## config.mk

```make
export PLATFORM = sky130hd
export DESIGN_NAME = pipe_hazard_ctrl
export DESIGN_NICKNAME = d
export VERILOG_FILES = /design/src/rtl/pipe_hazard_ctrl.sv
export SDC_FILE = /design/constraint.sdc
export NUM_CORES = 1
export LEC_CHECK = 0
export CORE_MARGIN = 2
export CORE_UTILIZATION = 35
export DETAILED_ROUTE_END_ITERATION = 8
export PLACE_DENSITY = 0.86
export RECOVER_POWER = 100
export SYNTH_ARGS = -nofsm -noshare
export SYNTH_HDL_FRONTEND = slang
export SYNTH_SLANG_ARGS = --single-unit
```

## constraint.sdc

```tcl
create_clock -name clk -period 3.3 [get_ports clk]
set_input_delay 0.495 -clock clk [delete_from_list [all_inputs] [get_ports clk]]
set_output_delay 0.495 -clock clk [all_outputs]
set_load 0.1 [all_outputs]
```

## src/rtl/pipe_hazard_ctrl.sv

```systemverilog
// Pipeline hazard/flush scheduler: turns jumps, load-use hazards and multi-cycle
// EX ops into per-stage stall/flush commands for pc, if_id and id_ex.
module pipe_hazard_ctrl #(
    parameter int JUMP_FLUSH_CYC = 1,
    parameter int MC_TIMEOUT     = 64,
    parameter int CNT_W          = 7
) (
    input  logic        clk,
    input  logic        rst,
    input  logic        jump_en_i,
    input  logic [31:0] jump_addr_i,
    input  logic        load_use_i,
    input  logic        mc_req_i,
    input  logic        mc_done_i,
    output logic        jump_en_o,
    output logic [31:0] jump_addr_o,
    output logic        stall_pc_o,
    output logic        stall_if_id_o,
    output logic        flush_if_id_o,
    output logic        stall_id_ex_o,
    output logic        flush_id_ex_o,
    output logic [1:0]  state_o,
    output logic        timeout_o
);

    typedef enum logic [1:0] {
        S_IDLE    = 2'd0,
        S_FLUSH   = 2'd1,
        S_BUBBLE  = 2'd2,
        S_MC_WAIT = 2'd3
    } state_t;

    localparam logic [CNT_W-1:0] FLUSH_RELOAD = CNT_W'(JUMP_FLUSH_CYC - 1);
    localparam logic [CNT_W-1:0] MC_LIMIT     = CNT_W'(MC_TIMEOUT);
    localparam logic [CNT_W-1:0] CNT_ONE      = CNT_W'(1);

    state_t           state;
    state_t           state_nxt;
    logic [CNT_W-1:0] cnt;
    logic [CNT_W-1:0] cnt_nxt;
    logic             timeout_q;
    logic             timeout_set;
    logic             jump_take;

    // Decode: Mealy commands plus next state; everything is forced low while rst is held.
    always_comb begin
        state_nxt     = state;
        cnt_nxt       = cnt;
        timeout_set   = 1'b0;
        jump_take     = 1'b0;
        stall_pc_o    = 1'b0;
        stall_if_id_o = 1'b0;
        stall_id_ex_o = 1'b0;
        flush_if_id_o = 1'b0;
        flush_id_ex_o = 1'b0;

        case (state)
            S_IDLE, S_BUBBLE: begin
                if (jump_en_i) begin
                    jump_take     = 1'b1;
                    flush_if_id_o = 1'b1;
                    flush_id_ex_o = 1'b1;
                    if (JUMP_FLUSH_CYC > 1) begin
                        state_nxt = S_FLUSH;
                        cnt_nxt   = FLUSH_RELOAD;
                    end else begin
                        state_nxt = S_IDLE;
                        cnt_nxt   = '0;
                    end
                end else if (state == S_BUBBLE) begin
                    // Bubble lasts one cycle and masks load_use so the pipe always advances.
                    state_nxt = S_IDLE;
                    cnt_nxt   = '0;
                end else if (mc_req_i && !mc_done_i) begin
                    stall_pc_o    = 1'b1;
                    stall_if_id_o = 1'b1;
                    stall_id_ex_o = 1'b1;
                    state_nxt     = S_MC_WAIT;
                    cnt_nxt       = CNT_ONE;
                end else if (mc_req_i) begin
                    state_nxt = S_IDLE;
                end else if (load_use_i) begin
                    stall_pc_o    = 1'b1;
                    stall_if_id_o = 1'b1;
                    flush_id_ex_o = 1'b1;
                    state_nxt     = S_BUBBLE;
                end
            end

            S_FLUSH: begin
                flush_if_id_o = 1'b1;
                flush_id_ex_o = 1'b1;
                if (jump_en_i) begin
                    jump_take = 1'b1;
                    cnt_nxt   = FLUSH_RELOAD;
                end else if (cnt <= CNT_ONE) begin
                    state_nxt = S_IDLE;
                    cnt_nxt   = '0;
                end else begin
                    cnt_nxt = cnt - CNT_ONE;
                end
            end

            S_MC_WAIT: begin
                // EX is frozen here, so jumps and load-use from downstream are not acted on.
                if (mc_done_i) begin
                    state_nxt = S_IDLE;
                    cnt_nxt   = '0;
                end else if (cnt >= MC_LIMIT) begin
                    flush_id_ex_o = 1'b1;
                    timeout_set   = 1'b1;
                    state_nxt     = S_IDLE;
                    cnt_nxt       = '0;
                end else begin
                    stall_pc_o    = 1'b1;
                    stall_if_id_o = 1'b1;
                    stall_id_ex_o = 1'b1;
                    cnt_nxt       = cnt + CNT_ONE;
                end
            end

            default: begin
                state_nxt = S_IDLE;
                cnt_nxt   = '0;
            end
        endcase

        if (rst) begin
            jump_take     = 1'b0;
            timeout_set   = 1'b0;
            stall_pc_o    = 1'b0;
            stall_if_id_o = 1'b0;
            stall_id_ex_o = 1'b0;
            flush_if_id_o = 1'b0;
            flush_id_ex_o = 1'b0;
        end
    end

    assign jump_en_o   = jump_take;
    assign jump_addr_o = jump_take ? jump_addr_i : 32'd0;
    assign state_o     = rst ? 2'd0 : state;
    assign timeout_o   = timeout_q & ~rst;

    // State register: reset drops any in-flight flush or stall sequence.
    always_ff @(posedge clk) begin
        if (rst) begin
            state     <= S_IDLE;
            cnt       <= '0;
            timeout_q <= 1'b0;
        end else begin
            state <= state_nxt;
            cnt   <= cnt_nxt;
            if (timeout_set) begin
                timeout_q <= 1'b1;
            end
        end
    end

endmodule
```

After elaboration in Yosys (flattened, before gate mapping). Cells that the tools add are included.

Add/sub/neg operators: 2. Order comparisons: 2. Bitwise logic cells: 2. Multiplexer cells: 48. Eq/ne operators: 8. Reduce and logical (&&, ||, !) cells: 6.

Operators by type and width (number): 7-bit 2-to-1 mux (7); 32-bit 2-to-1 mux (1); 1-bit 2-to-1 mux (24); 7-bit one-hot mux with 3 select lines (1); 2-bit 2-to-1 mux (10); 7-bit by 1-bit adder with 7-bit output, second input constant (1); 7-bit greater-or-equal comparator, second input constant (1); 7-bit by 1-bit <= comparator with 1-bit output, second input constant (1); 7-bit by 1-bit subtractor with 7-bit output, second input constant (1); 6-bit inequality test, second input constant (1); 1-bit one-hot mux with 2 select lines (3); 2-bit one-hot mux with 3 select lines (1); 2-bit equality test, second input constant (2); 2-bit inequality test, second input constant (2); 4-bit inequality test, second input constant (1); 4-bit AND reduction (1); 3-bit inequality test, second input constant (1); 1-bit one-hot mux with 3 select lines (1); 3-bit OR reduction (1); 2-bit by 1-bit equality test with 1-bit output, second input constant (1); 2-bit logical NOT (1); 2-bit OR reduction (1); 1-bit bitwise AND (1); 1-bit logical AND (1); 2 further kinds (2).

Output and inout port bits: 41. Logic and storage cells: 71. Bits of input ports: 38. Bits in registers: 10.

Longest topological paths before layout.
Depth after elaboration: 7. Mapped depth: 6. Mapped depth without buffers: 6.

Worst setup path after synthesis. OpenSTA, ideal clock, no wires.

Path kind: input port to output port. From: in mc_done_i. To: out stall_pc_o. Required time: 2.805 ns. Cell stages on the path: 5. Arrival time: 3.569 ns. Buffers on the path: 1. Path slack: -0.764 ns. Cell sequence: nand2b_1 -> a211oi_1 -> a21oi_1 -> nor3_1 -> buf_4.

Cells in the longest elaborated chain, start to end: 7. Elaborated cells between the ends (all ways): 8. Classes of those cells: mux (6); reduce/logical (2).

RTL lines: start, declared (line 14) `input logic mc_done_i,`; 1-bit logical NOT (line 74) `end else if (mc_req_i && !mc_done_i) begin`; 1-bit logical AND (line 74); 1-bit 2-to-1 mux (3 in a row); 1-bit one-hot mux with 2 select lines *; 1-bit 2-to-1 mux *; end, declared (line 17) `output logic stall_pc_o,`.

Mark *: on every way between the ends. The rest lies on a longest branch, timed or not.

Final worst setup path.
From: in mc_done_i. To: out stall_if_id_o.

Cells in the longest elaborated chain, start to end: 7. Elaborated cells between the ends (all ways): 8. Classes of those cells: mux (6); reduce/logical (2).

RTL lines: 1-bit logical NOT (line 74); 1-bit logical AND (line 74); 1-bit 2-to-1 mux (line 74); 1-bit 2-to-1 mux (line 70) `end else if (state == S_BUBBLE) begin`; 1-bit 2-to-1 mux (line 59) `if (jump_en_i) begin`; 1-bit one-hot mux with 2 select lines * (line 57) `case (state)`; 1-bit 2-to-1 mux * (line 128) `if (rst) begin`; end, declared (line 18) `output logic stall_if_id_o,`.

Marked as above.

==> impl_metrics.yaml <==
sta:
  hold_violations: 0
  worst_pin_slew_ns: 1.23
  relSlewSlack_pct: 18.5
  setup_viol: 0
  min_period_ns: 2.82
  setup-tns-final_ns: 0
  period_share_pct: 85.4
  final_max_slew_viol_count: 0
  fmax_ghz: 0.355
  whs_ns: 0.509
  fin_worst_skew_ns: 0.00659
  rsz0062_at_grt: "no"
cts:
  ctsHoldBuffers: 0
  clockBufferDepth: 2
  ctsHtreeMaxLevel: 1
  cts_buffers: 3
  clk_latency_ns: 0.26
  cts_resized: 0
  cts_root_buf: "clkbuf_4"
  clock-sinks: 10
  cts_tree: "built"
  cts_setup_buffers: 0
  clk_pin_slew_worst_paths_ns: 0.06
die:
  ioPinCount: 79
  die_w_microns: 57.2
  initial_core_util_pct: 36.2
  core_sq_mm: 0.00273
  floorplan.die_area_sq_mm: 0.00327
  rows: 19
  dieHeight_microns: 57.2
worst_setup_path:
  timing.rr.start: "state[1]"
  r2r-end: "cnt[4]"
  r2r_cells: 4
  required_ns: 2.80
  endpoint_kind: "output port"
  startpoint: "mc_done_i"
  crit_fanout: 7
  ff2ff_setup_slack_ns: 1.29
  crit_arrival_ns: 2.32
  path_class: "input pin to output port"
  endpoint: "stall_if_id_o"
  crit_path_start_kind: "input pin"
pwr:
  leakagePower_nw: 0.839
  powerDensity_mw_per_mm2: 338
  ir_drop_mv: 0.443
routing:
  via_count: 1274
  drtIter0Drc: 54
  drtAntennaViolNets: 0
  wl_per_cell_microns: 15.9
  wl_mm: 3.82
  vias_per_cell: 5.31
  drt_drc_violations_left: 0
  dr.pass1.iters: 4
worst_hold_path:
  hold_start: "cnt[5]"
  hold_path_depth: 1
  hold_path_class: "flip-flop to flip-flop"
synthesis:
  synth_top_area_share_pct: 21.5
  async_flop_share_pct: 0
  synth-edff-count: 0
  synth.top_cells.by_count: "and2_1, dfxtp_1, nor2_1, nand2_1"
  synth.cell_area_sq_um: 991
  yosysWarnings: 0
  ys_ff_latch: 10
  ys_types: 38
  ys_seq_area_share_pct: 20.2
  synth_ff_type: "dfxtp_1"
  syn_avg_cell_area_sq_um: 7.29
  postSynthCellCount: 136
  yosysTopAreaCell: "and2_1"
  synth_area_leaders: "and2_1, dfxtp_1, ha_1, a221oi_1, nor3_1"
  synthesis.nets: 177
  synth.most_common_cell: "and2_1"
placement:
  dpl.hpwl_mm: 3.25
  io_buffers: 78
  gp_congestion: 0.925
outcome:
  run_status: "complete, no violations"
layout:
  antennaDiodeCount: 0
  syn_to_final_growth_pct: 114
  nNetsFinal: 252
  layout-drive-gt1-share_pct: 23.0
global_route:
  grt.overflow.total: 0
  grt_pass1_vias: 1171
  grt_pass1_wl_mm: 5.95
  antenna_found_initial: 0
  grt_use_total_pct: 23.2
  grt_max_degree: 34
run:
  maxCapViolations: 0
-- how the worst min path moves through the flow --
stage	slack (ns)	to
5_1_grt	0.56	cnt[5]
2_1_floorplan	0.46	cnt[5]
4_1_cts	0.51	cnt[5]
6_report	0.51	cnt[5]
3_5_place_dp	0.49	cnt[5]
3_3_place_gp	0.48	cnt[5]
-- power breakdown --
| part | leakage (nW) | internal [mW] | switching, mW |
|---|---|---|---|
| Combinational | 0.745 | 0.176 | 0.284 |
| Clock | 0.0138 | 0.0420 | 0.0394 |
| Sequential | 0.0811 | 0.140 | 0.0349 |
| Total | 0.839 | 0.358 | 0.358 |
-- cells in the final DEF (no fill, tap or decap), types with 2 or more instances in the layout --
master	count
nand3_1	4
o21ai_0	6
buf_12	35
buf_4	2
ha_1	3
dfxtp_1	10
a21oi_1	5
inv_1	7
a221oi_2	2
nand2b_1	3
clkbuf_4	3
and2_0	31
a211oi_1	2
clkbuf_1	4
a221oi_1	3
and3_1	2
xor2_1	2
nand2_1	8
dlygate4sd3_1	2
clkbuf_2	2
and2_1	3
nor2b_1	2
clkdlybuf4s50_1	35
nor3_1	6
nor2_1	10
-- kinds of logic (layout without fill, tap and decap cells) --
kind of cell             after synthesis  in the layout  synth area share [%]
flip-flops                            10             10                  20.2
XOR/XNOR                               3              3                  2.65
AO/OA/AOI/OAI                         28             28                  21.5
AND/OR/NAND/NOR                       75             75                  44.2
buffers and inverters                 17             90                  7.70
adder cells (fa/ha/maj)                3              3                  3.79
-- through the flow --
step	area (sq um)	power (mW)	instances	worst slack, ns	util, %
2_1_floorplan	1010	0.475	136	0.193	-
3_3_place_gp	2130	0.621	237	0.699	77.8
3_5_place_dp	2130	0.640	237	0.556	77.8
4_1_cts	2150	0.720	240	0.562	78.6
5_1_grt	2120	0.754	240	0.389	77.5
6_report	2120	0.716	240	0.481	77.5
-- state kept, by name (all words and copies together) (netlist names) --
name	flops
cnt	7
timeout_q	1
state	2
-- layout make-up --
type / instances / area [sq um]
fill: 186 / 616
multi-input combinational: 109 / 719
sequential: 10 / 200
timing repair buffer: 80 / 1110
inverter: 7 / 26.3
clock buffer: 3 / 22.5
tap: 31 / 38.8
-- worst max-delay path, stage by stage --
cell	delay, ns
dlygate4sd3_1	0.64
nand2b_1	0.22
a211oi_1	0.30
a21oi_1	0.11
nor3_2	0.33
buf_12	0.23
-- layer usage --
metal | vias to the layer above | share of wire [%] | GRT usage [%] | routed length [microns]
li1 | 615 | - | - | -
met1 | 584 | 36 | 26.5 | 1360
met2 | 71 | 56 | 45.0 | 2150
met3 | 4 | 7.6 | 4.54 | 292
met4 | 0 | 0.47 | 3.32 | 18
met5 | - | 0 | 0 | 0
(Power assumes the default switching activity.)
